### config.mk
export PLATFORM = sky130hd
export DESIGN_NAME = pattern_source
export DESIGN_NICKNAME = d
export VERILOG_FILES = /design/src/rtl/vga_pkg.sv /design/src/rtl/pattern_lut.sv /design/src/rtl/pattern_source.sv
export SDC_FILE = /design/constraint.sdc
export NUM_CORES = 1
export LEC_CHECK = 0
export BUFFER_PORTS_ARGS = -buffer_cell sky130_fd_sc_hd__buf_2
export CORE_MARGIN = 4
export CORE_UTILIZATION = 40
export CTS_BUF_LIST = sky130_fd_sc_hd__clkbuf_16
export DETAILED_ROUTE_END_ITERATION = 8
export GPL_ROUTABILITY_DRIVEN = 0
export GPL_TIMING_DRIVEN = 0
export MAX_ROUTING_LAYER = met4
export PLACE_DENSITY = 0.7
export SETUP_SLACK_MARGIN = 0.05
export SLEW_MARGIN = 20
export SYNTH_ARGS = -nofsm -noshare
export SYNTH_HDL_FRONTEND = slang
export SYNTH_SLANG_ARGS = --single-unit
### constraint.sdc
create_clock -name clk -period 1.6 [get_ports clk]
set_input_delay 0.16 -clock clk [delete_from_list [all_inputs] [get_ports clk]]
set_output_delay 0.16 -clock clk [all_outputs]
set_load 0.02 [all_outputs]
### src/rtl/vga_pkg.sv
// Shared raster constants, colour palette, pattern modes and FSM state encoding
// for the VGA pixel source path.
package vga_pkg;

    localparam int H_ACTIVE_DEF = 640;
    localparam int V_ACTIVE_DEF = 480;

    localparam logic [23:0] COLOUR_WHITE   = 24'hFFFFFF;
    localparam logic [23:0] COLOUR_YELLOW  = 24'hFFFF00;
    localparam logic [23:0] COLOUR_CYAN    = 24'h00FFFF;
    localparam logic [23:0] COLOUR_GREEN   = 24'h00FF00;
    localparam logic [23:0] COLOUR_MAGENTA = 24'hFF00FF;
    localparam logic [23:0] COLOUR_RED     = 24'hFF0000;
    localparam logic [23:0] COLOUR_BLUE    = 24'h0000FF;
    localparam logic [23:0] COLOUR_BLACK   = 24'h000000;

    typedef enum logic [1:0] {
        MODE_BARS     = 2'd0,
        MODE_CHECKER  = 2'd1,
        MODE_GRADIENT = 2'd2,
        MODE_FRAME    = 2'd3
    } mode_t;

    typedef enum logic [1:0] {
        ST_IDLE  = 2'd0,
        ST_RUN   = 2'd1,
        ST_DRAIN = 2'd2
    } state_t;

    function automatic logic [23:0] bar_colour(input logic [2:0] idx);
        logic [23:0] c;
        case (idx)
            3'd0:    c = COLOUR_WHITE;
            3'd1:    c = COLOUR_YELLOW;
            3'd2:    c = COLOUR_CYAN;
            3'd3:    c = COLOUR_GREEN;
            3'd4:    c = COLOUR_MAGENTA;
            3'd5:    c = COLOUR_RED;
            3'd6:    c = COLOUR_BLUE;
            default: c = COLOUR_BLACK;
        endcase
        return c;
    endfunction

endpackage

### src/rtl/pattern_lut.sv
// Combinational test-pattern generator: maps raster position, pattern mode and
// frame index to a 24-bit RGB pixel.
module pattern_lut
    import vga_pkg::*;
(
    input  logic [9:0]  x,
    input  logic [9:0]  y,
    input  mode_t       mode,
    input  logic [1:0]  frame_cnt,
    output logic [23:0] pix
);

    logic [2:0] bar_idx;
    logic       unused_y;

    // Bars are 80 pixels wide; positions beyond the last bar never occur in a 640-wide raster.
    assign bar_idx  = 3'(x / 10'd80);
    assign unused_y = ^{y[9], y[0]};

    always_comb begin
        pix = COLOUR_BLACK;
        case (mode)
            MODE_BARS:     pix = bar_colour(bar_idx);
            MODE_CHECKER:  pix = (x[5] ^ y[5]) ? COLOUR_BLACK : COLOUR_WHITE;
            MODE_GRADIENT: pix = {x[9:2], y[8:1], 8'h80};
            MODE_FRAME: begin
                case (frame_cnt)
                    2'd0: pix = COLOUR_RED;
                    2'd1: pix = COLOUR_GREEN;
                    2'd2: pix = COLOUR_BLUE;
                    2'd3: pix = COLOUR_WHITE;
                endcase
            end
            default:       pix = COLOUR_BLACK;
        endcase
    end

endmodule

### src/rtl/pattern_source.sv
// Raster test-pattern source feeding the display FIFO; a one-entry output
// register absorbs FIFO back-pressure so every pixel is written exactly once.
module pattern_source
    import vga_pkg::*;
#(
    parameter int H_ACTIVE = H_ACTIVE_DEF,
    parameter int V_ACTIVE = V_ACTIVE_DEF
) (
    input  logic        clk,
    input  logic        rst,
    input  logic        enable,
    input  logic [1:0]  mode,
    input  logic        full,
    output logic        wr_en,
    output logic [23:0] pixelData,
    output logic        sof,
    output logic        busy
);

    localparam logic [9:0] X_LAST = 10'(H_ACTIVE - 1);
    localparam logic [9:0] Y_LAST = 10'(V_ACTIVE - 1);

    state_t      state_q, state_d;
    logic [9:0]  x_q, y_q;
    logic [1:0]  frame_cnt_q;
    mode_t       mode_q;
    logic        out_valid_q;
    logic [23:0] out_pix_q;
    logic        out_sof_q;

    logic        load;
    logic        last_px;
    logic        latch_mode;
    logic        frame_adv;
    logic [23:0] lut_pix;

    pattern_lut u_lut (
        .x         (x_q),
        .y         (y_q),
        .mode      (mode_q),
        .frame_cnt (frame_cnt_q),
        .pix       (lut_pix)
    );

    assign wr_en     = out_valid_q & ~full;
    assign pixelData = out_pix_q;
    assign sof       = out_sof_q;
    assign busy      = (state_q != ST_IDLE);
    assign last_px   = (x_q == X_LAST) && (y_q == Y_LAST);

    always_comb begin
        state_d    = state_q;
        load       = 1'b0;
        latch_mode = 1'b0;
        frame_adv  = 1'b0;
        case (state_q)
            ST_IDLE: begin
                if (enable) begin
                    state_d    = ST_RUN;
                    latch_mode = 1'b1;
                end
            end
            ST_RUN: begin
                load = ~out_valid_q | wr_en;
                // Enable is only consulted when the final pixel is loaded, so frames are never cut short.
                if (load && last_px) begin
                    if (enable) begin
                        latch_mode = 1'b1;
                        frame_adv  = 1'b1;
                    end else begin
                        state_d = ST_DRAIN;
                    end
                end
            end
            ST_DRAIN: begin
                if (wr_en) state_d = ST_IDLE;
            end
            default: state_d = ST_IDLE;
        endcase
    end

    always_ff @(posedge clk) begin
        if (!rst) begin
            state_q     <= ST_IDLE;
            x_q         <= 10'd0;
            y_q         <= 10'd0;
            frame_cnt_q <= 2'd0;
            mode_q      <= MODE_BARS;
            out_valid_q <= 1'b0;
            out_pix_q   <= 24'd0;
            out_sof_q   <= 1'b0;
        end else begin
            state_q <= state_d;
            if (latch_mode) mode_q <= mode_t'(mode);
            if (frame_adv) frame_cnt_q <= frame_cnt_q + 2'd1;

            if (state_q == ST_IDLE) begin
                x_q <= 10'd0;
                y_q <= 10'd0;
            end else if (load) begin
                if (x_q == X_LAST) begin
                    x_q <= 10'd0;
                    y_q <= (y_q == Y_LAST) ? 10'd0 : y_q + 10'd1;
                end else begin
                    x_q <= x_q + 10'd1;
                end
            end

            if (load) begin
                out_valid_q <= 1'b1;
                out_pix_q   <= lut_pix;
                out_sof_q   <= (x_q == 10'd0) && (y_q == 10'd0);
            end else if (wr_en) begin
                out_valid_q <= 1'b0;
                out_sof_q   <= 1'b0;
            end
        end
    end

endmodule

; Yosys cells after proc, flatten, opt, wreduce, memory -nomap -nowiden
; Index checks and enable logic that the tools add are counted.
[op_classes]
muxes = 19
n_reduce_logical = 14
add_sub_neg = 3
n_bitwise = 6
eq_ne = 20
div = 1
[ops]
columns = operator, count
row1 = one-hot mux 24 bit (4 select lines), 2
row2 = one-hot mux 24 bit (7 select lines), 1
row3 = two-way mux 24 bit, 1
row4 = "adder 10 x 1 -> 10 bit, second input constant", 2
row5 = zero test 10 bit, 2
row6 = two-way mux 10 bit, 2
row7 = "divider 10 x 7 -> 10 bit, second input constant", 1
row8 = "== test 10 bit, second input constant", 1
row9 = "== test 10 x 9 -> 1 bit, second input constant", 1
row10 = "== test 2 bit, second input constant", 5
row11 = "== test 3 bit, second input constant", 3
row12 = two-way mux 2 bit, 4
row13 = "!= test 2 bit, second input constant", 4
row14 = two-way mux 1 bit, 7
row15 = "== test 2 x 1 -> 1 bit, second input constant", 3
row16 = "== test 3 x 2 -> 1 bit, second input constant", 2
row17 = zero test 2 bit, 3
row18 = one-hot mux 2 bit (3 select lines), 1
row19 = AND reduction 4 bit, 1
row20 = nonzero test 2 bit, 2
row21 = "== test 3 x 1 -> 1 bit, second input constant", 1
row22 = logical AND 1 bit, 3
row23 = zero test 3 bit, 1
row24 = inverter 1 bit, 3
row25 = 7 further kinds, 7
[word_totals]
input_bits = 6
output_inout_bits = 27
ff_bits = 52
word_cells = 71

; Longest topological paths before layout
[logic_depth]
depth_word = 6
ltp_mapped = 7
ltp_nobuf = 7

; Cells and area by module
; A second synthesis with hierarchy kept.
[hier_totals]
cells_unflattened = 403
hier_area_um2 = 3135.5
[by_module_without_submodules]
columns = module, seq_area_each_um2, area_per_inst_um2, n_inst, cells_each
row1 = pattern_source, 1041.0, 2354.8, 1, 286
row2 = pattern_lut, 0.0, 780.7, 1, 117

; Least setup slack after synthesis
; OpenSTA, ideal clock, no wires.
[synth_path]
kind = register to register
start = reg x_q[0]
end = reg frame_cnt_q[0]
n_path_buf = 1
required_ns = 1.485
setup_slack_ns = -0.062
stages_incl_launch_ff = 8
t_arrival_ns = 1.547
path_cell_list = dfxtp_1 > ha_1 > and3_2 > and3_1 > buf_2 > and4_1 > xnor2_1 > and2_1
[synth_between]
elab_chain_len = 5
[synth_lines]
columns = item, line_no
row1 = start: declaration, pattern_source.sv:24  ; logic [9:0] x_q, y_q;
row2 = start signal: assignment, pattern_source.sv:105  ; x_q <= x_q + 10'd1;
row3 = == test 10 bit, pattern_source.sv:49  ; assign last_px = (x_q == X_LAST) && (y_q == Y_LAST);
row4 = logical AND 1 bit, pattern_source.sv:49
row5 = logical AND 1 bit, pattern_source.sv:66  ; if (load && last_px) begin
row6 = two-way mux 1 bit, pattern_source.sv:66
row7 = two-way mux 1 bit, pattern_source.sv:56  ; case (state_q)
row8 = end signal: assignment, pattern_source.sv:95  ; if (frame_adv) frame_cnt_q <= frame_cnt_q + 2'd1;
row9 = end: declaration, pattern_source.sv:25  ; logic [1:0] frame_cnt_q;
; Every way passes these cells.
; A chain may end at the register's enable or synchronous reset.

; Worst setup path in the final report
[layout_path]
start = reg x_q[4]
end = reg y_q[5]
[layout_between]
elab_chain_len = 2
[layout_lines]
columns = item, line_no
row1 = == test 10 bit, pattern_source.sv:101  ; if (x_q == X_LAST) begin
row2 = AND reduction 2 bit (no line), -
row3 = end signal: assignment, pattern_source.sv:103  ; y_q <= (y_q == Y_LAST) ? 10'd0 : y_q + 10'd1;
row4 = end: declaration, pattern_source.sv:24
; Every way passes these cells.

==> impl_results.md <==
* Final wirelength at 6.80 mm
* Layout Utilization at 57.7%
* Vias in the first global route at 2,170
* CP Cell Sequence: clkbuf_4 > nand2_2 > nand4b_4 > nor4_2 > xnor2_1 > nor2_1
* Worst VDD drop at 0.611 mV
* WL/cell at 15.6 µm
* Least-Margin Pin Slew at 0.509 ns
* Starting Density at a little over two fifths
* Synth area leaders: dfxtp_1, nor2_1, o221a_2, nand2_1, ha_1
* Static Leakage at 1.34 nW
* Hold Slack at 0.0931 ns
* Setup violations, final at 12
* #FFs+latches synth at 46
* Nets@finish at 374
* Yosys cell types at between 50 and 60
* N_diodes at 0
* Violated checks: negative setup slack
* Worst r2r src: x_q[4]$_SDFFE_PP0P_
* Hold Path End: mode_q[1]$_SDFFE_PN0P_
* Via density per instance at around 5.5
* Die area at around 0.0077 mm²
* Die Span Y at 87.7 µm
* Max Root-Sink Buffers at 2
* Pwr/cell area at 808 mW/mm²
* Worst-path clk slew at 0.06 ns
* I/O pin count at 33
* Gr usage total at a little under a fifth
* CP Max Fanout at 8
* Drt pass-1 iters at 4
* Critical Path Sink Type: register
* Data arrival time of the worst path at 1.88 ns
* Share of cells above drive strength 1 at 43.5%
* CP Launch Type: register
* Max Transition Viols Final at 0
* Final worst-path cycle share at 106%
* DR vias at 2,396
* Core outline area at 0.00603 mm²
* Highest Clock Rate at 0.588 GHz
* Post-synth EDFFs at 0
* Main synth FF type: dfxtp_1
* H-Tree Depth at 2
* Cell taking the most area after synthesis: dfxtp_1
* Area share of the largest cell type after synthesis at 36.3%
* Worst setup margin at -0.102 ns
* Later-pin clock latency in the skew report at 0.29 ns
* CP max-delay cell: nor4_2
* Hold Path Depth at 3
* Count leader, synth: nor2_1
* CTS tree: built
* Syn Nets at about 320
* Worst slew margin at 66.0%
* Kind of critical path: register to register
* Final ANT Viol Nets at 0
* Clock buffer count from CTS at 5
* Initial DRC count at 223
* Synthesized area at 0.00254 mm²
* Tmin final at 1.70 ns
* Final Skew at 0.00628 ns
* # rows at 28
* Slowest stage delay, CP at 0.39 ns
* Top cells by count, synth: nor2_1, dfxtp_1, nand2_1, o221a_2, inv_1
* HP Start: mode[1]
* RR Endpoint: y_q[5]$_SDFFE_PP0P_
* Worst Path Buf+Inv at 1
* Horiz. Die Dim at between 80 and 90 µm
* Grt total ovfl at 0
* Largest net degree at the start of global routing at 15
* Worst Path Required at 1.78 ns
* Max-cap violations at 0
* Area grow syn2layout at 36.8%
* Filler cells at 526
* Hpwl dp at 4.47 mm
* Root buf cell: clkbuf_16
* Gate Count Post-Synth at slightly above 300
* Hold Crit Class: input port to register
* Unrepaired setup endpoints after global routing: yes
* Port Buf Inserts at 32
* R2R depth at 6
* Post-synth ARST share at 0%
* Crit path max-delay family: simple AND/OR/NAND/NOR gates
* Initial antenna violation count at 0
* CTS Sinks at 46
* Drt drc at 0
* Synth Warn # at 0
* Cts hold-fix bufs at 0
* First-pass GRT wire length at 10.6 mm
* Final Hold Viols at 0
* Sequential element share of the synthesized area at ~36%
* Worst R2R Setup Slack at -0.10 ns
* Post-Syn Area per Cell at 8.36 µm²
* Status: finished with violations
==> placed cells by master (no fill, tap or decap), drive strengths merged, types with 5 or more instances in the layout <==
cell type / count
nor4: 5
nor3: 8
nor2: 58
o21ai: 7
inv: 11
ha: 8
nand4: 9
o221a: 17
xor2: 8
nand3: 11
xnor2: 9
clkbuf: 11
nand2: 27
dfxtp: 46
buf: 66
a21oi: 11
nor2b: 5
==> what timing repair did <==
| action | in CTS | in global routing |
|---|---|---|
| pin swaps | 6 | 14 |
| setup endpoints to repair | 43 | 43 |
| buffers inserted | 12 | 5 |
| resized for setup | 43 | 47 |
| hold endpoints to repair | 0 | 0 |
==> area by class of cell <==
cell class	count	area, µm²	share of cell area, %
tap	75	93.8	2.70
inverter	11	41.3	1.19
clock inverter	3	40.0	1.15
timing repair buffer	49	308	8.86
sequential	46	958	27.6
clock buffer	5	125	3.60
buffer	23	183	5.26
multi-input combinational	224	1730	49.7
==> registers in the layout (all words and copies together), names as in the netlist <==
| name | count |
|---|---|
| pixelData | 18 |
| mode_q | 2 |
| sof | 1 |
| frame_cnt_q | 2 |
| y_q | 10 |
| out_valid_q | 1 |
| x_q | 10 |
| state_q | 2 |
==> report_power, final <==
part | switching, W | internal [W] | leakage, nW
sequential | 0.0000319 | 0.00119 | 0.386
clock | 0.000433 | 0.000731 | 0.0836
combinational | 0.000252 | 0.000173 | 0.872
total | 0.000717 | 0.00209 | 1.34
==> logic make-up (layout without fill, tap and decap cells) <==
group                      count (synthesis)  count (layout)  synth area share (%)
adders and majority gates                  8               8                  3.94
AOI/OAI and AO/OA                         50              50                  16.9
xor gates and xnor gates                  17              17                  5.86
muxes                                      2               2                 0.788
and+or+nand+nor                          147             147                  29.3
DFF                                       46              46                  36.3
buffers and inverters                     34              91                  6.90
==> worst max path at each step <==
stage	to	slack, ns	start	cells past startpoint
detailed placement	pixelData[15]$_SDFFE_PN0P_	-0.42	state_q[0]$_SDFFE_PN0P_	5
finish	y_q[5]$_SDFFE_PP0P_	-0.10	x_q[4]$_SDFFE_PP0P_	6
global placement	pixelData[10]$_SDFFE_PN0P_	-0.45	state_q[0]$_SDFFE_PN0P_	5
CTS	mode_q[0]$_SDFFE_PN0P_	-0.06	y_q[0]$_SDFFE_PP0P_	5
floorplan	y_q[5]$_SDFFE_PP0P_	-0.008	y_q[5]$_SDFFE_PP0P_	6
global route	y_q[5]$_SDFFE_PP0P_	-0.17	x_q[4]$_SDFFE_PP0P_	6
==> worst register-to-register path: stages, from the launching register on <==
cell and delay (ns):
dfxtp_1 0.31, clkbuf_4 0.20, nand2_2 0.12, nand4b_4 0.34, nor4_2 0.39, xnor2_1 0.17, nor2_1 0.06
==> routing by layer <==
layer / GRT usage (%) / part of all wire (%) / vias up / wire, µm
met5: - / 0 / - / 0
met4: 5.86 / 2.7 / 0 / 187
met3: 3.76 / 5.7 / 20 / 388
met2: 28.6 / 48 / 76 / 3240
met1: 23.1 / 44 / 1115 / 2990
li1: - / - / 1185 / -
==> per-stage QoR <==
stage          cells  setup slack (ns)  setup TNS [ns]  power [W]  instance area (µm²)
6_report         436            -0.102          -0.805    0.00281                 3470
5_1_grt          436            -0.168           -1.64    0.00292                 3470
4_1_cts          431           -0.0602          -0.516    0.00281                 3230
3_5_place_dp     411            -0.424           -9.34    0.00163                 2820
3_3_place_gp     411            -0.448           -9.56    0.00163                 2820
2_1_floorplan    304          -0.00793         -0.0402    0.00152                 2570
No activity file was read; power rests on OpenSTA's default activity.
